==> config.mk <==
export PLATFORM = sky130hd
export DESIGN_NAME = uart_word_loader
export DESIGN_NICKNAME = d
export VERILOG_FILES = /design/src/rtl/uart_pkg.sv /design/src/rtl/uart_rx_core.sv /design/src/rtl/uart_word_loader.sv
export SDC_FILE = /design/constraint.sdc
export NUM_CORES = 1
export LEC_CHECK = 0
export CELL_PAD_IN_SITES_DETAIL_PLACEMENT = 1
export CELL_PAD_IN_SITES_GLOBAL_PLACEMENT = 1
export CORE_MARGIN = 2
export CORE_UTILIZATION = 43
export CTS_BUF_LIST = sky130_fd_sc_hd__clkbuf_8
export CTS_CLUSTER_SIZE = 14
export DETAILED_ROUTE_END_ITERATION = 10
export GPL_TIMING_DRIVEN = 0
export HOLD_SLACK_MARGIN = 0.06
export PLACE_DENSITY_LB_ADDON = 0.3
export SLEW_MARGIN = 0
export SYNTH_ARGS = -nofsm -noshare
export SYNTH_HDL_FRONTEND = slang
export SYNTH_SLANG_ARGS = --single-unit
==> constraint.sdc <==
create_clock -name clk -period 2.3 [get_ports clk]
set_input_delay 0.345 -clock clk [delete_from_list [all_inputs] [get_ports clk]]
set_output_delay 0.345 -clock clk [all_outputs]
set_load 0.01 [all_outputs]
==> src/rtl/uart_pkg.sv <==
// Shared UART types and constants for the serial program loader.
package uart_pkg;

    typedef enum logic [1:0] {
        PARITY_NONE = 2'd0,
        PARITY_EVEN = 2'd1,
        PARITY_ODD  = 2'd2
    } parity_t;

    typedef enum logic [2:0] {
        RX_IDLE   = 3'd0,
        RX_START  = 3'd1,
        RX_DATA   = 3'd2,
        RX_PARITY = 3'd3,
        RX_STOP   = 3'd4
    } rx_state_t;

    localparam int unsigned DEFAULT_CLKS_PER_BIT = 694;
    localparam int unsigned DATA_BITS            = 8;

    // Parity bit a transmitter would send for this data byte.
    function automatic logic parity_bit(input parity_t mode, input logic [DATA_BITS-1:0] data);
        return (mode == PARITY_ODD) ? ~(^data) : ^data;
    endfunction

endpackage

==> src/rtl/uart_rx_core.sv <==
// UART receiver: 2-flop synchroniser plus bit-sampling FSM with parity and stop checks.
module uart_rx_core
    import uart_pkg::*;
#(
    parameter int unsigned CLKS_PER_BIT = DEFAULT_CLKS_PER_BIT,
    parameter parity_t     PARITY       = PARITY_NONE
) (
    input  logic                 clk,
    input  logic                 reset,
    input  logic                 rx_i,
    output logic [DATA_BITS-1:0] byte_o,
    output logic                 byte_done_c,
    output logic                 frame_error_c,
    output logic                 parity_error_c,
    output logic                 busy_c
);

    localparam int unsigned CW   = $clog2(CLKS_PER_BIT);
    localparam int unsigned BW   = $clog2(DATA_BITS);
    localparam int unsigned HALF = CLKS_PER_BIT / 2;

    logic                 rx_meta_q;
    logic                 rx_sync_q;
    rx_state_t            state_q;
    logic [CW-1:0]        clk_cnt_q;
    logic [BW-1:0]        bit_cnt_q;
    logic [DATA_BITS-1:0] shift_q;
    logic                 par_bit_q;

    logic half_tick_c;
    logic bit_tick_c;
    logic stop_tick_c;
    logic parity_bad_c;

    assign half_tick_c  = (clk_cnt_q == CW'(HALF - 1));
    assign bit_tick_c   = (clk_cnt_q == CW'(CLKS_PER_BIT - 1));
    assign stop_tick_c  = (state_q == RX_STOP) && bit_tick_c;
    assign parity_bad_c = (PARITY != PARITY_NONE) && (par_bit_q != parity_bit(PARITY, shift_q));

    // A low stop bit masks any parity result.
    assign frame_error_c  = stop_tick_c && !rx_sync_q;
    assign parity_error_c = stop_tick_c && rx_sync_q && parity_bad_c;
    assign byte_done_c    = stop_tick_c && rx_sync_q && !parity_bad_c;
    assign busy_c         = (state_q != RX_IDLE);
    assign byte_o         = shift_q;

    always_ff @(posedge clk) begin
        if (reset) begin
            rx_meta_q <= 1'b1;
            rx_sync_q <= 1'b1;
            state_q   <= RX_IDLE;
            clk_cnt_q <= '0;
            bit_cnt_q <= '0;
            shift_q   <= '0;
            par_bit_q <= 1'b0;
        end else begin
            rx_meta_q <= rx_i;
            rx_sync_q <= rx_meta_q;
            clk_cnt_q <= clk_cnt_q + CW'(1);
            unique case (state_q)
                RX_IDLE: begin
                    clk_cnt_q <= '0;
                    bit_cnt_q <= '0;
                    if (!rx_sync_q) state_q <= RX_START;
                end
                RX_START: begin
                    // Mid-start-bit check rejects glitches shorter than half a bit.
                    if (half_tick_c) begin
                        clk_cnt_q <= '0;
                        state_q   <= rx_sync_q ? RX_IDLE : RX_DATA;
                    end
                end
                RX_DATA: begin
                    if (bit_tick_c) begin
                        clk_cnt_q <= '0;
                        shift_q   <= {rx_sync_q, shift_q[DATA_BITS-1:1]};
                        bit_cnt_q <= bit_cnt_q + BW'(1);
                        if (bit_cnt_q == BW'(DATA_BITS - 1))
                            state_q <= (PARITY == PARITY_NONE) ? RX_STOP : RX_PARITY;
                    end
                end
                RX_PARITY: begin
                    if (bit_tick_c) begin
                        clk_cnt_q <= '0;
                        par_bit_q <= rx_sync_q;
                        state_q   <= RX_STOP;
                    end
                end
                RX_STOP: begin
                    if (bit_tick_c) begin
                        clk_cnt_q <= '0;
                        state_q   <= RX_IDLE;
                    end
                end
                default: state_q <= RX_IDLE;
            endcase
        end
    end

endmodule

==> src/rtl/uart_word_loader.sv <==
// Serial program loader: packs received UART bytes into big-endian words with
// auto-incrementing byte addresses, error strobes and partial-word timeout.
module uart_word_loader
    import uart_pkg::*;
#(
    parameter int unsigned           CLKS_PER_BIT = DEFAULT_CLKS_PER_BIT,
    parameter parity_t               PARITY       = PARITY_NONE,
    parameter int unsigned           WORD_BYTES   = 4,
    parameter int unsigned           ADDR_WIDTH   = 32,
    parameter logic [ADDR_WIDTH-1:0] BASE_ADDR    = '0,
    parameter int unsigned           TIMEOUT_BITS = 32
) (
    input  logic                    clk,
    input  logic                    reset,
    input  logic                    rx,
    input  logic                    load_enable,
    output logic [8*WORD_BYTES-1:0] instruction_word,
    output logic [ADDR_WIDTH-1:0]   byte_address,
    output logic                    word_valid,
    output logic                    frame_error,
    output logic                    parity_error,
    output logic                    busy
);

    localparam int unsigned WORD_W   = 8 * WORD_BYTES;
    localparam int unsigned CNT_W    = $clog2(WORD_BYTES + 1);
    localparam int unsigned TO_LIMIT = TIMEOUT_BITS * CLKS_PER_BIT;
    localparam int unsigned TO_W     = (TO_LIMIT > 1) ? $clog2(TO_LIMIT) : 1;
    localparam int unsigned TO_LAST  = (TO_LIMIT > 0) ? TO_LIMIT - 1 : 0;

    logic [DATA_BITS-1:0] rx_byte;
    logic                 byte_done_c;
    logic                 frame_error_c;
    logic                 parity_error_c;
    logic                 rx_busy_c;

    uart_rx_core #(
        .CLKS_PER_BIT (CLKS_PER_BIT),
        .PARITY       (PARITY)
    ) u_rx (
        .clk            (clk),
        .reset          (reset),
        .rx_i           (rx),
        .byte_o         (rx_byte),
        .byte_done_c    (byte_done_c),
        .frame_error_c  (frame_error_c),
        .parity_error_c (parity_error_c),
        .busy_c         (rx_busy_c)
    );

    logic [WORD_W-1:0]     word_q,       word_d;
    logic [WORD_W-1:0]     instr_q,      instr_d;
    logic [CNT_W-1:0]      byte_cnt_q,   byte_cnt_d;
    logic [ADDR_WIDTH-1:0] addr_q,       addr_d;
    logic [TO_W-1:0]       to_cnt_q,     to_cnt_d;
    logic                  word_valid_q, word_valid_d;
    logic                  frame_err_q,  parity_err_q;
    logic                  busy_q,       busy_d;
    logic                  load_en_q;

    logic [WORD_W-1:0] word_shift_c;
    logic              timeout_c;

    assign word_shift_c = (word_q << 8) | WORD_W'(rx_byte);
    assign timeout_c    = (TIMEOUT_BITS != 0) && (byte_cnt_q != '0) && !rx_busy_c
                          && (to_cnt_q == TO_W'(TO_LAST));

    always_comb begin
        word_d       = word_q;
        instr_d      = instr_q;
        byte_cnt_d   = byte_cnt_q;
        addr_d       = addr_q;
        word_valid_d = 1'b0;
        to_cnt_d     = (byte_cnt_q == '0 || rx_busy_c || timeout_c) ? '0 : to_cnt_q + TO_W'(1);

        if (word_valid_q) addr_d = addr_q + ADDR_WIDTH'(WORD_BYTES);

        // A new load session restarts at the base address with an empty word.
        if (load_enable && !load_en_q) begin
            addr_d     = BASE_ADDR;
            byte_cnt_d = '0;
        end else if (!load_enable || frame_error_c || parity_error_c || timeout_c) begin
            byte_cnt_d = '0;
        end else if (byte_done_c) begin
            word_d = word_shift_c;
            if (byte_cnt_q == CNT_W'(WORD_BYTES - 1)) begin
                byte_cnt_d   = '0;
                word_valid_d = 1'b1;
                instr_d      = word_shift_c;
            end else begin
                byte_cnt_d = byte_cnt_q + CNT_W'(1);
            end
        end

        busy_d = rx_busy_c || (byte_cnt_d != '0);
    end

    always_ff @(posedge clk) begin
        if (reset) begin
            word_q       <= '0;
            instr_q      <= '0;
            byte_cnt_q   <= '0;
            addr_q       <= BASE_ADDR;
            to_cnt_q     <= '0;
            word_valid_q <= 1'b0;
            frame_err_q  <= 1'b0;
            parity_err_q <= 1'b0;
            busy_q       <= 1'b0;
            load_en_q    <= 1'b0;
        end else begin
            word_q       <= word_d;
            instr_q      <= instr_d;
            byte_cnt_q   <= byte_cnt_d;
            addr_q       <= addr_d;
            to_cnt_q     <= to_cnt_d;
            word_valid_q <= word_valid_d;
            frame_err_q  <= frame_error_c;
            parity_err_q <= parity_error_c;
            busy_q       <= busy_d;
            load_en_q    <= load_enable;
        end
    end

    assign instruction_word = instr_q;
    assign byte_address     = addr_q;
    assign word_valid       = word_valid_q;
    assign frame_error      = frame_err_q;
    assign parity_error     = parity_err_q;
    assign busy             = busy_q;

endmodule
; Word-level counts from Yosys, hierarchy flattened
; Index checks and enable logic that the tools add are counted.
[totals]
regBits = 136
in_bits = 4
output_inout_bits = 68
wordCells = 87
[op_classes]
n_addsub = 5
eq_ne = 15
n_mux = 18
bitwise_logic = 4
reduce_logical = 30
[ops]
columns = cell, count
row1 = $mux W3, 11
row2 = $add A32 B3 Y32 const B, 1
row3 = $or A32 B8 Y32, 1
row4 = $pmux W10 S3, 1
row5 = $mux W10, 2
row6 = $add A15 B1 Y15 const B, 1
row7 = $eq A15 B15 Y1 const B, 1
row8 = $pmux W3 S5, 1
row9 = $add A10 B1 Y10 const B, 1
row10 = $eq A10 B10 Y1 const B, 1
row11 = $eq A10 B9 Y1 const B, 1
row12 = $ne A2 B1 Y1 const B, 5
row13 = $eq A3 B2 Y1 const B, 3
row14 = $reduce_bool A3 Y1, 3
row15 = $add A3 B1 Y3 const B, 2
row16 = $eq A3 B3 Y1 const B, 2
row17 = $logic_and A1 B1 Y1, 6
row18 = $logic_not A3 Y1, 2
row19 = $pmux W3 S2, 1
row20 = $reduce_and A6 Y1, 1
row21 = $logic_or A1 B1 Y1, 5
row22 = $logic_not A1 Y1, 4
row23 = $reduce_and A2 Y1, 2
row24 = $reduce_and A4 Y1, 1
row25 = 10 further kinds, 13

; Depth between registers and ports, before layout
[logic_depth]
depth_word = 9
depth_mapped = 8
depth_no_buf = 6

; Modules after synthesis
; Synthesis repeated with hierarchy kept, for this count alone.
[hier_totals]
cells_unflattened = 603
hier_area_um2 = 5679.2
[by_module_without_submodules]
columns = module, n_inst, cells_each, area_each_um2, seq_area_each_um2
row1 = uart_word_loader, 1, 471, 4449.3, 2182.1
row2 = uart_rx_core, 1, 132, 1229.9, 520.5

; Worst setup path after synthesis
; Ideal clock, no wire load.
[synth_timing]
kind = reg-to-reg
from = register addr_q[2], in the netlist byte_address[2]
to = register addr_q[30], in the netlist byte_address[30]
setup_time_ns = 0.070
arrival_time_ns = 1.964
required_time_ns = 2.230
setup_slack_ns = 0.266
path_stages_with_launch = 8
n_path_buf = 2
synth_period_minus_slack_ns = 2.034
cell_sequence = dfxtp_1 > ha_1 > and4_1 > clkbuf_1 > nand4_1 > clkbuf_1 > or4_1 > a21oi_1
[synth_between]
elab_chain_len = 1
[synth_rtl]
columns = item, line
row1 = from (decl), uart_word_loader.sv:54  ; logic [ADDR_WIDTH-1:0] addr_q, addr_d;
row2 = from (signal assigned), uart_word_loader.sv:114  ; addr_q <= addr_d;
row3 = $add A32 B3 Y32, uart_word_loader.sv:76  ; if (word_valid_q) addr_d = addr_q + ADDR_WIDTH'(WORD_BYTES);
; Every way passes these cells.
; A chain may end at the register's enable or synchronous reset.

; Worst setup path after layout
[layout_timing]
from = register to_cnt_q[8]
to = register to_cnt_q[13]
[layout_between]
elab_chain_len = 4
word_cells_on_any_way = 5
cone_classes = add/sub: 1 / eq/ne: 1 / reduce/logical: 3
[layout_rtl]
columns = item, line
row1 = from (decl), uart_word_loader.sv:55  ; logic [TO_W-1:0] to_cnt_q, to_cnt_d;
row2 = from (signal assigned), uart_word_loader.sv:115  ; to_cnt_q <= to_cnt_d;
row3 = branches (longest 4 deep; another with $add A15 B1 Y15), --
; Parallel ways; which one is timed is not known.

==> out/results.ini <==
[logic_synthesis]
synth-async-reset-ratio=0
postSynthAreaPerCell_um2=8.50
synth_top_family_by_area=simple AND/OR/NAND/NOR gates
yosys-mux-area-fraction=0.0155
synth_top_area_frac=0.462
ys_types=52
synth-compound-area-share=0.170
ys_warn_count=0
synthSimpleGateAreaFrac=0.234
synth_edf_count=0
synthCells=683
synth_top_area_cell=dfxtp_1
synth_area_um2=5810
synth.area.top_cells=dfxtp_1 46%, a21oi_1 7.4%, nand3_1 6.9%, o21ai_0 5.6%, xnor2_1 3.0%
synthFlopType=dfxtp_1
seq_area_frac_synth=0.462
synth_xor_area_frac=0.0452
ys_ff_latch=134
synthAdderAreaFrac=0.0211

[timing]
finalHoldViolCount=0
worst_pin_slew_ps=565
rsz0062_at_grt=no
slew_headroom=0.624
drv_slew=0
period_share=0.946
fin_skew_ps=11.0
finalSetupViolCount=0
tns_ps=0
layout_min_cycle_time_ps=2180
clock.fmax_mhz=460

[power_and_ir_drop]
power.net_switching_uw=996
power_mw=4.69
seqPwrFrac=0.497
p_leak_nw=2.23
p_sw_frac=0.213
power.share.combinational=0.018
ir_drop_mv=0.296
p_clk_frac=0.486
p_per_area_nw_per_um2=646
internal-power_mw=3.69

[min_path]
hold_path_depth=1
hold_path.class=flip-flop to flip-flop
hp-start=u_rx.rx_meta_q
min_to=u_rx.rx_sync_q

[critical_path]
path_delay_family=simple AND/OR/NAND/NOR gates
rrSetupSlack_ps=120
crit_type=flip-flop to flip-flop
cp.required_ps=2640
path_max_fanout=10
r2r_cells=6
rr_endpoint=to_cnt_q[13]
cp_num_buf_inv=2
path_cells=or4b_2 -> nor4_2 -> or3_1 -> clkbuf_1 -> clkbuf_4 -> nor2_1
crit_path_end_kind=flip-flop
r2r_start=to_cnt_q[8]
arrival_ps=2510
cp-start-kind=flip-flop
max_stage_delay_ps=690
slowest_stage=or4b_2

[floorplanning]
die_area_um2=14500
core_um2=13200
ioPinCount=72
row_count=42
dieHeight_um=120
die_width_um=120
start_util=0.439

[grt]
grt.total_usage=0.240
grt_pass1_vias=5642
grt_pass1_wl_um=28000
antenna_found_initial=0
grt_start_max_net_pins=17
grt_overflow=0

[placed_design]
dp_hpwl_um=11700
port_buffers=68
gp_congestion=0.885

[routing]
wl_um=16700
routed_via_density=5.60
routed-via-count=5391
dr.pass1.iters=6
drt_iter0_markers=361
avgRoutedWirePerCell_um=17.4
ant_nets=0
drc=0

[run]
drv_cap=0

[outcome]
status=complete, no violations

[cts]
clockBufferDepth=2
worstSkewPairLatency_ps=450
numCtsBuffers=17
clk_pin_slew_ps=80
htreeDepth=4
clockRootBuffer=clkbuf_8
cts_tree=done
clock_sinks=134

[finish]
final_layout_size_suffix_gt1_frac=0.0967
nNetsFinal=786
fillers=1608
antenna_cells=0
area_delta_synth_final_pct=24.9

==> state kept, by name (all words and copies together), names as in the netlist <==
register          count
instruction_word     32
byte_address         30
word_q               24
to_cnt_q             15
u_rx.clk_cnt_q       10
u_rx.byte_o           8
byte_cnt_q            3
u_rx.bit_cnt_q        3
u_rx.state_q          3
busy                  1
frame_error           1
load_en_q             1
u_rx.rx_meta_q        1
u_rx.rx_sync_q        1
word_valid            1
==> synth_stat cells (all sizes together) (2+ instances only) <==
cell type and instances:
nor2b 2, dfxtp 134, nand4 14, or4 12, or2 2, nand2b 6
and3 4, or3 9, xor2 10, inv 17, clkbuf 42, ha 9
or4b 3, and4 7, nor3 16, nor4 13, nand4b 2, o21ba 3
xnor2 20, mux2i 9, o21ai 66, o21a 2, a21oi 86, nand3 80
buf 12, nand2 23, and2 2, nor2 46, o31ai 14, nand4bb 2
or3b 2, nand3b 2
==> power groups by stage <==
stage	sequential, mW	combinational, mW	clock, mW
after floorplan	2.38	0.0537	0
after global routing	2.33	0.0904	2.42
final	2.33	0.0834	2.28
after detailed placement	2.38	0.0833	0
after CTS	2.33	0.0845	2.31
after global placement	2.38	0.0811	0
==> through the flow <==
step	instances	setup WS [ps]	util	cell area (um2)	hold slack [ps]
after CTS	963	14.4	0.544	7210	418
after detailed placement	929	-184	0.507	6720	400
final	962	124	0.548	7250	415
after global placement	929	-149	0.507	6720	393
after global routing	962	4.69	0.548	7250	440
after floorplan	685	266	-	5820	389
==> logic make-up (layout without fill, tap and decap cells) <==
| family | count (synthesis) | count (layout) |
|---|---|---|
| and+or+nand+nor | 248 | 248 |
| AOI/OAI and AO/OA | 180 | 180 |
| DFF | 134 | 134 |
| buffers and inverters | 71 | 172 |
| xor gates and xnor gates | 30 | 30 |
| adders and majority gates | 10 | 10 |
| muxes | 9 | 9 |
| other | 1 | 3 |
==> routing by layer <==
layer	track usage	part of all wire
met3	0.0439	0.033
met5	0	0
met4	0.0967	0.023
met2	0.412	0.50
met1	0.298	0.44
==> repair_timing <==
item                       in CTS  in global routing
gates resized for setup         4                 20
setup buffers                   3                  3
setup endpoints to repair      58                 87
hold buffers                    0                  0
pin swaps                       0                  1
==> cells in the final DEF, fill, tap and decap left out, drive strengths merged, types with 4 or more instances in the layout <==
cell type,instances
nand4,14
nand3,80
and3,4
buf,18
inv,18
a21oi,86
bufinv,5
ha,9
or3,9
nor2,46
nor4,13
nand2,23
o31ai,14
clkdlybuf4s50,68
clkinv,4
nand2b,6
nor3,16
mux2i,9
or4,12
and4,7
dfxtp,134
xor2,10
o21ai,66
xnor2,20
clkbuf,56
==> worst max path at each step <==
stage,startpoint,endpoint,depth (start not counted)
floorplan,byte_address[2],byte_address[30],7
detailed placement,reset,word_q[17],5
CTS,u_rx.clk_cnt_q[5],instruction_word[0],7
global placement,reset,instruction_word[2],5
global route,to_cnt_q[12],to_cnt_q[13],6
finish,to_cnt_q[8],to_cnt_q[13],6
==> layout make-up <==
class	instances	area (um2)	area share
multi-input cells	480	2870	0.395
inverters	17	63.8	0.00880
flip-flops and latches	134	2690	0.370
clock buffers	19	262	0.0361
plain buffers	49	225	0.0311
clock inverters	13	204	0.0281
repair buffers	74	726	0.100
well taps	176	220	0.0304
Power figures use the tool's default switching activity.
